**src/rtl/apple_iie_timing_if.sv**
```systemverilog
// Bus bundle between the timing generator and its consumers (MMU/IOU/video).
// The master drives the mode/enable inputs; the slave is the timing generator.
interface apple_iie_timing_if #(
  parameter int HCOUNT_W = 7
);
  logic                entmg;
  logic                ramen_n;
  logic                eighty_vid_n;
  logic                gr;
  logic                vid7;
  logic                clk_7M;
  logic                clk_3_58M;
  logic                clk_q3;
  logic                clk_phi_0;
  logic                pras_n;
  logic                pcas_n;
  logic                ldps_n;
  logic                vid7m;
  logic                h0;
  logic [HCOUNT_W-1:0] hcount;

  modport master (
    output entmg, ramen_n, eighty_vid_n, gr, vid7,
    input  clk_7M, clk_3_58M, clk_q3, clk_phi_0, pras_n, pcas_n,
           ldps_n, vid7m, h0, hcount
  );

  modport slave (
    input  entmg, ramen_n, eighty_vid_n, gr, vid7,
    output clk_7M, clk_3_58M, clk_q3, clk_phi_0, pras_n, pcas_n,
           ldps_n, vid7m, h0, hcount
  );
endinterface

```
**src/rtl/apple_iie_timing_gen.sv**
```systemverilog
// Apple IIe timing generator: divides the 14M master clock into 7M, colour
// reference, Q3 and PHI0, tracks the CPU cycle within a scan line and issues
// the interleaved video/CPU DRAM strobes plus shifter load / shift enables.
// Optional feature macro: APPLE_IIE_PAL_LONG_CYCLE_EN stretches the last
// cycle of each line by LONG_EXTRA ticks (PHI0 half only).
// t_q/hc_q hold the tick that the next enabled edge will present, so every
// output is a register loaded from that position.
module apple_iie_timing_gen #(
  parameter int TICKS_PER_CYCLE = 14,
  parameter int CYCLES_PER_LINE = 65,
  parameter int LONG_EXTRA      = 2,
  parameter int RAS_FALL        = 1,
  parameter int CAS_FALL        = 3,
  parameter int Q3_HIGH         = 4,
  parameter int LDPS_TICK       = 12,
  parameter int HCOUNT_W        = 7
) (
  input  logic               clk_14M,
  input  logic               reset_n,
  apple_iie_timing_if.slave  bus
);
  localparam int H = TICKS_PER_CYCLE / 2;
`ifdef APPLE_IIE_PAL_LONG_CYCLE_EN
  localparam int EXTRA = LONG_EXTRA;
`else
  localparam int EXTRA = LONG_EXTRA * 0;
`endif
  localparam int TW = $clog2(TICKS_PER_CYCLE + EXTRA);

  localparam logic [TW-1:0] T_H         = TW'(H);
  localparam logic [TW-1:0] T_END       = TW'(TICKS_PER_CYCLE - 1);
  localparam logic [TW-1:0] T_END_LONG  = TW'(TICKS_PER_CYCLE + EXTRA - 1);
  localparam logic [TW-1:0] P1_LAST     = TW'(H - 1);
  localparam logic [TW-1:0] P0_LAST     = TW'(TICKS_PER_CYCLE - H - 1);
  localparam logic [TW-1:0] P0_LAST_LNG = TW'(TICKS_PER_CYCLE + EXTRA - H - 1);
  localparam logic [TW-1:0] T_RAS       = TW'(RAS_FALL);
  localparam logic [TW-1:0] T_CAS       = TW'(CAS_FALL);
  localparam logic [TW-1:0] T_Q3        = TW'(Q3_HIGH);
  localparam logic [TW-1:0] T_LD        = TW'(LDPS_TICK);
  localparam logic [TW-1:0] T_LD80      = TW'(LDPS_TICK - H);
  localparam logic [HCOUNT_W-1:0] HC_LAST = HCOUNT_W'(CYCLES_PER_LINE - 1);

  logic [TW-1:0]       t_q, t_d;
  logic [HCOUNT_W-1:0] hc_q, hc_d, hcnt_q;
  logic [1:0]          div_q;
  logic                d_q, d_d, ramen_q, ramen_d;
  logic                q3_q, q3_d, phi0_q, ras_q, ras_d, cas_q, cas_d;
  logic                ldps_q, ldps_d, v7m_q, v7m_d;

  logic                phi0, long_cyc, ramen_s, ld, strobe_win_ras, strobe_win_cas;
  logic [TW-1:0]       p, p_last, t_end;

  // Decode the upcoming tick into phase position and next-state values.
  always_comb begin
    long_cyc       = (hc_q == HC_LAST);
    t_end          = long_cyc ? T_END_LONG : T_END;
    phi0           = (t_q >= T_H);
    p              = phi0 ? (t_q - T_H) : t_q;
    p_last         = phi0 ? (long_cyc ? P0_LAST_LNG : P0_LAST) : P1_LAST;
    // ramen_n is live only on the first PHI0 tick; CAS never falls there anyway.
    ramen_s        = (t_q == T_H) ? bus.ramen_n : ramen_q;
    ramen_d        = ramen_s;
    ld             = (t_q == T_LD) || (!bus.eighty_vid_n && (t_q == T_LD80));
    strobe_win_ras = (p >= T_RAS) && (p < p_last);
    strobe_win_cas = (p >= T_CAS) && (p < p_last);
    q3_d           = (p < T_Q3);
    ras_d          = !strobe_win_ras;
    cas_d          = !(strobe_win_cas && !(phi0 && ramen_s));
    ldps_d         = !ld;
    v7m_d          = !bus.eighty_vid_n || (t_q[0] == d_q);
    d_d            = ld ? (bus.gr & bus.vid7 & bus.eighty_vid_n) : d_q;
    t_d            = (t_q == t_end) ? '0 : t_q + TW'(1);
    hc_d           = hc_q;
    if (t_q == t_end) hc_d = (hc_q == HC_LAST) ? '0 : hc_q + HCOUNT_W'(1);
  end

  // Register state and outputs; entmg low freezes everything, reset wins.
  always_ff @(posedge clk_14M) begin
    if (!reset_n) begin
      t_q     <= '0;
      hc_q    <= '0;
      hcnt_q  <= '0;
      div_q   <= '0;
      d_q     <= 1'b0;
      ramen_q <= 1'b0;
      q3_q    <= 1'b0;
      phi0_q  <= 1'b0;
      ras_q   <= 1'b1;
      cas_q   <= 1'b1;
      ldps_q  <= 1'b1;
      v7m_q   <= 1'b0;
    end else if (bus.entmg) begin
      t_q     <= t_d;
      hc_q    <= hc_d;
      hcnt_q  <= hc_q;
      div_q   <= div_q + 2'd1;
      d_q     <= d_d;
      ramen_q <= ramen_d;
      q3_q    <= q3_d;
      phi0_q  <= phi0;
      ras_q   <= ras_d;
      cas_q   <= cas_d;
      ldps_q  <= ldps_d;
      v7m_q   <= v7m_d;
    end
  end

  assign bus.clk_7M    = div_q[0];
  assign bus.clk_3_58M = div_q[1];
  assign bus.clk_q3    = q3_q;
  assign bus.clk_phi_0 = phi0_q;
  assign bus.pras_n    = ras_q;
  assign bus.pcas_n    = cas_q;
  assign bus.ldps_n    = ldps_q;
  assign bus.vid7m     = v7m_q;
  assign bus.h0        = hcnt_q[0];
  assign bus.hcount    = hcnt_q;
endmodule

```
**src/flat_wrapper.sv**
```systemverilog
// flat-port wrapper written by rule: the top's interface ports become plain ports
module apple_iie_timing_gen_flat 
#(
  parameter int TICKS_PER_CYCLE = 14,
  parameter int CYCLES_PER_LINE = 65,
  parameter int LONG_EXTRA      = 2,
  parameter int RAS_FALL        = 1,
  parameter int CAS_FALL        = 3,
  parameter int Q3_HIGH         = 4,
  parameter int LDPS_TICK       = 12,
  parameter int HCOUNT_W        = 7
)
  (clk_14M, reset_n, bus_entmg, bus_ramen_n, bus_eighty_vid_n, bus_gr, bus_vid7, bus_clk_7M, bus_clk_3_58M, bus_clk_q3, bus_clk_phi_0, bus_pras_n, bus_pcas_n, bus_ldps_n, bus_vid7m, bus_h0, bus_hcount);
  apple_iie_timing_if #(.HCOUNT_W(HCOUNT_W)) bus_i ();
  input  logic clk_14M;
  input  logic reset_n;
  input wire logic [$bits(bus_i.entmg)-1:0] bus_entmg;
  input wire logic [$bits(bus_i.ramen_n)-1:0] bus_ramen_n;
  input wire logic [$bits(bus_i.eighty_vid_n)-1:0] bus_eighty_vid_n;
  input wire logic [$bits(bus_i.gr)-1:0] bus_gr;
  input wire logic [$bits(bus_i.vid7)-1:0] bus_vid7;
  output wire logic [$bits(bus_i.clk_7M)-1:0] bus_clk_7M;
  output wire logic [$bits(bus_i.clk_3_58M)-1:0] bus_clk_3_58M;
  output wire logic [$bits(bus_i.clk_q3)-1:0] bus_clk_q3;
  output wire logic [$bits(bus_i.clk_phi_0)-1:0] bus_clk_phi_0;
  output wire logic [$bits(bus_i.pras_n)-1:0] bus_pras_n;
  output wire logic [$bits(bus_i.pcas_n)-1:0] bus_pcas_n;
  output wire logic [$bits(bus_i.ldps_n)-1:0] bus_ldps_n;
  output wire logic [$bits(bus_i.vid7m)-1:0] bus_vid7m;
  output wire logic [$bits(bus_i.h0)-1:0] bus_h0;
  output wire logic [$bits(bus_i.hcount)-1:0] bus_hcount;
  assign bus_i.entmg = bus_entmg;
  assign bus_i.ramen_n = bus_ramen_n;
  assign bus_i.eighty_vid_n = bus_eighty_vid_n;
  assign bus_i.gr = bus_gr;
  assign bus_i.vid7 = bus_vid7;
  assign bus_clk_7M = bus_i.clk_7M;
  assign bus_clk_3_58M = bus_i.clk_3_58M;
  assign bus_clk_q3 = bus_i.clk_q3;
  assign bus_clk_phi_0 = bus_i.clk_phi_0;
  assign bus_pras_n = bus_i.pras_n;
  assign bus_pcas_n = bus_i.pcas_n;
  assign bus_ldps_n = bus_i.ldps_n;
  assign bus_vid7m = bus_i.vid7m;
  assign bus_h0 = bus_i.h0;
  assign bus_hcount = bus_i.hcount;
  apple_iie_timing_gen #(.TICKS_PER_CYCLE(TICKS_PER_CYCLE), .CYCLES_PER_LINE(CYCLES_PER_LINE), .LONG_EXTRA(LONG_EXTRA), .RAS_FALL(RAS_FALL), .CAS_FALL(CAS_FALL), .Q3_HIGH(Q3_HIGH), .LDPS_TICK(LDPS_TICK), .HCOUNT_W(HCOUNT_W)) u_core (.clk_14M(clk_14M), .reset_n(reset_n), .bus(bus_i));
endmodule
```
**config.mk**
```make
export PLATFORM = sky130hd
export DESIGN_NAME = apple_iie_timing_gen_flat
export DESIGN_NICKNAME = d
export VERILOG_FILES = /design/src/rtl/apple_iie_timing_if.sv /design/src/rtl/apple_iie_timing_gen.sv /design/src/flat_wrapper.sv
export SDC_FILE = /design/constraint.sdc
export NUM_CORES = 1
export LEC_CHECK = 0
export BUFFER_PORTS_ARGS = -buffer_cell sky130_fd_sc_hd__buf_4
export CAP_MARGIN = 25
export CORE_MARGIN = 4
export CORE_UTILIZATION = 44
export CTS_CLUSTER_DIAMETER = 150
export DETAILED_ROUTE_END_ITERATION = 16
export MAX_ROUTING_LAYER = met4
export PLACE_DENSITY_LB_ADDON = 0.05
export SLEW_MARGIN = 20
export SYNTH_ARGS = -nofsm -noshare
export SYNTH_HDL_FRONTEND = slang
export SYNTH_SLANG_ARGS = --single-unit
```
**constraint.sdc**
```tcl
create_clock -name clk_14M -period 1.9 [get_ports clk_14M]
set_input_delay 0.38 -clock clk_14M [delete_from_list [all_inputs] [get_ports clk_14M]]
set_output_delay 0.38 -clock clk_14M [all_outputs]
set_load 0.05 [all_outputs]
```
* Word-level counts from Yosys, hierarchy flattened *
Index checks and enable logic that the tools add are counted.
Widths: inputs -> output; s select.

cells by class
  add/subtract/negate cells = 4
  bitwise logic cells = 2
  multiplexer cells = 4
  magnitude comparators = 5
  reductions and logical operators = 14
  equal/unequal tests = 6

operators with widths
  cell                 count
  $eq 4x3->1 const B   2
  $eq 4x4->1 const B   2
  $lt 4x3->1 const B   2
  $mux 4               2
  $add 7x1->7 const B  1
  $eq 7x7->1 const B   1
  $mux 7               1
  $logic_and 1x1->1    5
  $logic_not 1->1      5
  $add 4x1->4 const B  1
  $ge 4x1->1 const B   1
  $ge 4x2->1 const B   1
  $ge 4x3->1 const B   1
  $reduce_and 2->1     2
  $sub 4x3->4 const B  1
  $add 2x1->2 const B  1
  $and 1x1->1          2
  $logic_or 1x1->1     2
  $eq 1x1->1           1
  $mux 1               1

storage, ports and cells
  register bits = 28
  logic and storage cells = 47
  bits of input ports = 7

* Depth between registers and ports, before layout *
  depth in word-level cells = 6
  depth in mapped cells = 7

* Worst setup path after synthesis *
Ideal clock, no wire load.

  kind = flip-flop to flip-flop
  start = reg u_core.t_q[1]
  end = reg u_core.hc_q[5]
  arrival time = 1.528 ns
  cell stages (with the launch flop) = 7
  setup slack = 0.297 ns
  clock period less this slack = 1.603 ns
  library setup time = 0.074 ns
  path buffers = 0
  cells stage by stage = dfxtp_1 -> inv_1 -> ha_1 -> nand4_2 -> a31o_1 -> or4_1 -> o21ai_0

between the ends
  longest elaborated chain between the ends = 2

ends and longest elaborated chain
  what                               line                        text
  from (decl)                        apple_iie_timing_gen.sv:43  logic [TW-1:0] t_q, t_d;
  from (signal assigned)             apple_iie_timing_gen.sv:93  t_q <= t_d;
  $eq 4x4->1                         apple_iie_timing_gen.sv:74  if (t_q == t_end) hc_d = (hc_q == HC_LAST) ? '0 : hc_q + HCOUNT_W'(1);
  $reduce_and 2->1 (no source line)  n/a
  to (signal assigned)               apple_iie_timing_gen.sv:81  hc_q <= '0;
  to (signal assigned)               apple_iie_timing_gen.sv:94  hc_q <= hc_d;
  to (decl)                          apple_iie_timing_gen.sv:44  logic [HCOUNT_W-1:0] hc_q, hc_d, hcnt_q;

No other way between the ends.
A chain may end at the register's enable or synchronous reset.

* Worst setup path after layout *
  start = reg u_core.t_q[0]
  end = reg u_core.cas_q (netlist: u_core.bus.pcas_n)

between the ends
  longest elaborated chain between the ends = 6
  elaborated cells between the ends (all ways) = 12
  classes of those cells = add/sub: 1; order compare: 3; eq/ne: 1; mux: 2; reduce/logical: 5

ends and longest elaborated chain
  what                                                  line                                                    text
  $sub 4x3->4 (tied with other cells)                   apple_iie_timing_gen.sv:58                              p = phi0 ? (t_q - T_H) : t_q;
  $mux 4 or $mux 1 (tied branches)                      apple_iie_timing_gen.sv:58, apple_iie_timing_gen.sv:61
  $ge 4x2->1 (tied with other cells)                    apple_iie_timing_gen.sv:65                              strobe_win_cas = (p >= T_CAS) && (p < p_last);
  $logic_and 1x1->1 or $logic_not 1->1 (tied branches)  apple_iie_timing_gen.sv:65, apple_iie_timing_gen.sv:68
  $logic_and 1x1->1 (*)                                 apple_iie_timing_gen.sv:68                              cas_d = !(strobe_win_cas && !(phi0 && ramen_s));
  $logic_not 1->1 (*)                                   apple_iie_timing_gen.sv:68
  to (signal assigned)                                  apple_iie_timing_gen.sv:102                             cas_q <= cas_d;
  to (decl)                                             apple_iie_timing_gen.sv:47                              logic q3_q, q3_d, phi0_q, ras_q, ras_d, cas_q, cas_d;

Every way passes the cells marked *; elsewhere a longest branch is shown, timed or not.

==> results.yml <==
clock_network:
  clock_latency_ns: 0.31
  clk_pin_slew_ns: 0.14
  cts_buffers: 3
  cts_tree: "done"
  htreeDepth: 1
  cts_hold_buf: 0
  clkSinkCount: 28
  clock_path_buffers: 2
  cts_resized: 0
  post_cts_buffers: 0
  cts-root-buf: "clkbuf_4"
die:
  boundaryPins: 23
  core_area_mm2: 0.003078
  die_area_mm2: 0.004236
  fp-row-count: 20
  start_util_pct: 46.59
  die_h_um: 65.09
  die_w_um: 65.09
cells_and_area:
  syn_to_final_growth_pct: 17.98
  fin_nets: 211
  diodes: 0
  fin_util_pct: 54.96
  final_area_mm2: 0.001692
  fin_cells: 242
  layout-drive-gt1-share_pct: 18.18
  fillCellCount: 321
run_status:
  status: "complete, no violations"
min_path:
  hold_path_class: "primary input to register"
  hold_path.startpoint: "bus_eighty_vid_n"
pwr:
  irDropWorstVdd_mv: 0.3318
  p_leak_nw: 0.6688
  cellPowerDensity_mw_per_mm2: 614.2
  totalPowerFinal_mw: 1.039
critical_path:
  rrSetupSlack_ns: 0.22
  critical-path-top-delay-family: "compound AO/OA/AOI/OAI gates"
  crit_type: "register to register"
  path_max_fanout: 8
  worstRegToRegCells: 6
  worst_ep_required_time_ns: 2.10
  slowest_stage: "dfxtp_1"
  crit_buf_inv: 1
  r2r-end: "u_core.bus.pcas_n"
  start_kind: "register"
  crit_path_end_kind: "register"
  crit_end: "u_core.bus.pcas_n"
  timing.rr.start: "u_core.t_q[0]"
  cp-startpoint: "u_core.t_q[0]"
  worstPathCellList: "inv_1 -> ha_1 -> nand2_1 -> nor2_1 -> a2111oi_0 -> a22oi_1"
  cp.arrival_ns: 1.88
  cp_num_cells: 6
  slowest_delay_ns: 0.43
timing:
  setup_viol: 0
  finalHoldViolCount: 0
  rsz0062_at_grt: "no"
  min_period_ns: 1.683
  relSlewSlack_pct: 73.73
  fin_skew_ns: 0.002213
  tns_ns: 0
  worst_slew_pin_slew_ns: 0.3842
  period_share_pct: 88.56
  fmax_ghz: 0.5943
  finalMaxSlewViolations: 0
routing:
  wl_per_cell_um: 13.14
  drtPass1Iterations: 4
  drc_errors: 0
  drt_iter0_markers: 132
  dr_total_vias: 1308
  ant_nets: 0
  vias_per_cell: 5.405
  finalWirelength_mm: 3.180
yosys:
  netlist_instances: 177
  avgSynthCellArea_um2: 8.101
  yosysSeqAreaShare_pct: 39.09
  syn-num-nets: 189
  ys_types: 40
  synth.top_cell.area_share_pct: 39.09
  yosysWarnings: 0
  ys_seq_elements: 28
  synth.area.top_cells: "dfxtp_1 39%, mux2i_1 6.3%, a21oi_1 5.9%, nand2_1 4.7%, ha_1 4.4%"
  synth.cell_area_mm2: 0.001434
  yosysTopAreaCell: "dfxtp_1"
grt:
  grtUsageTotal_pct: 16.19
  grt_pass1_wl_mm: 5.423
  overflow: 0
  antenna_found_initial: 0
  grt_pass1_vias: 1258
  grt_max_degree: 21
job:
  maxCapViolCount: 0
place:
  hpwl_mm: 2.386
  portBuffers: 22
  dp.cells: 238
  place.gp.congestion: 0.9240
  placed_area_mm2: 0.001655
-- flip-flops by register name, summed over array words and instances (netlist names) --
| signal | cells |
|---|---|
| u_core.d_q | 1 |
| u_core.t_q | 4 |
| u_core.bus.pras_n | 1 |
| u_core.ramen_q | 1 |
| u_core.div_q | 2 |
| u_core.bus.pcas_n | 1 |
| u_core.bus.ldps_n | 1 |
| u_core.bus.clk_q3 | 1 |
| u_core.hc_q | 7 |
| u_core.bus.vid7m | 1 |
| u_core.bus.hcount | 7 |
| u_core.bus.clk_phi_0 | 1 |
-- worst min path at each step --
stage,endpoint,slack [ns],cells after the start
after floorplan,u_core.d_q,0.46,2
after global placement,u_core.bus.hcount[2],0.48,2
after detailed placement,u_core.bus.hcount[2],0.49,2
after CTS,u_core.bus.vid7m,0.24,2
after global routing,u_core.bus.vid7m,0.23,2
final,u_core.bus.vid7m,0.25,2
-- synthesized netlist by cell type --
cell type / n
or4_1: 1
mux2i_1: 9
nand4_1: 1
nand3_1: 9
nand3b_1: 2
a22oi_1: 1
a31oi_1: 2
o21ai_0: 12
xor2_1: 2
or2_1: 1
nor2b_1: 2
o22ai_1: 3
clkbuf_1: 7
xnor2_1: 1
a2111oi_0: 1
a311oi_1: 1
clkbuf_2: 1
o211ai_1: 2
ha_1: 5
nand4_2: 1
nand2_1: 18
a21oi_1: 17
o41ai_1: 1
and3_1: 2
a41oi_1: 2
dfxtp_1: 28
inv_1: 7
mux2_2: 1
or3b_1: 1
buf_2: 4
nor2_1: 16
a31o_1: 1
o32a_1: 1
nor4_1: 1
o31ai_1: 1
nor3_1: 2
o2111ai_1: 1
or3_1: 4
buf_4: 1
nand2b_1: 4
-- placed cells by master, fill, tap and decap left out, types with 3 or more instances in the layout --
cell type / netlist / final
o21ai_0: 12 / 12
mux2i_1: 9 / 9
a21oi_1: 17 / 17
inv_1: 7 / 7
or3_1: 4 / 4
dfxtp_1: 28 / 28
nor2_1: 16 / 16
clkbuf_4: 0 / 3
nand2b_1: 4 / 4
nand2_1: 18 / 18
o22ai_1: 3 / 3
ha_1: 5 / 5
buf_4: 1 / 30
nand3_1: 9 / 9
-- power by group --
| group | internal [mW] | total, mW | switching, mW |
|---|---|---|---|
| logic | 0.0544 | 0.151 | 0.0965 |
| clock network | 0.117 | 0.277 | 0.160 |
| registers | 0.601 | 0.611 | 0.0100 |
| total | 0.772 | 1.04 | 0.267 |
-- layout make-up --
type / instances / area, um2 / area share, %
multi-input cells: 129 / 788.3 / 46.60
flip-flops and latches: 28 / 560.5 / 33.14
repair buffers: 30 / 225.2 / 13.31
well taps: 44 / 55.05 / 3.254
clock buffers: 4 / 36.28 / 2.145
inverters: 7 / 26.28 / 1.553
-- logic make-up (layout without fill, tap and decap cells) --
family / after synthesis / after routing / share of synthesized area [%]
and+or+nand+nor: 65 / 65 / 22.34
muxes: 10 / 10 / 7.068
buffers and inverters: 20 / 41 / 5.934
AOI/OAI and AO/OA: 46 / 46 / 19.37
DFF: 28 / 28 / 39.09
adders and majority gates: 5 / 5 / 4.363
xor gates and xnor gates: 3 / 3 / 1.833
-- worst register-to-register path: stages, from the launching register on --
cell       delay [ns]
dfxtp_1          0.43
inv_1            0.10
ha_1             0.41
nand2_1          0.12
nor2_1           0.05
a2111oi_0        0.31
a22oi_1          0.16
-- layer usage --
metal | track usage (%) | wire (um) | vias to the layer above
li1 | - | - | 669
met1 | 17.32 | 1361 | 616
met2 | 30.91 | 1724 | 21
met3 | 2.600 | 81 | 2
met4 | 3.886 | 13 | 0
met5 | - | 0 | -
-- through the flow --
| stage | hold WS [ns] | setup WS [ns] |
|---|---|---|
| after floorplan | 0.4572 | 0.2973 |
| after global placement | 0.4791 | 0.3180 |
| after detailed placement | 0.4876 | 0.2360 |
| after CTS | 0.2409 | 0.2179 |
| after global routing | 0.2289 | 0.03035 |
| final | 0.2536 | 0.2174 |
(Power assumes the default switching activity.)
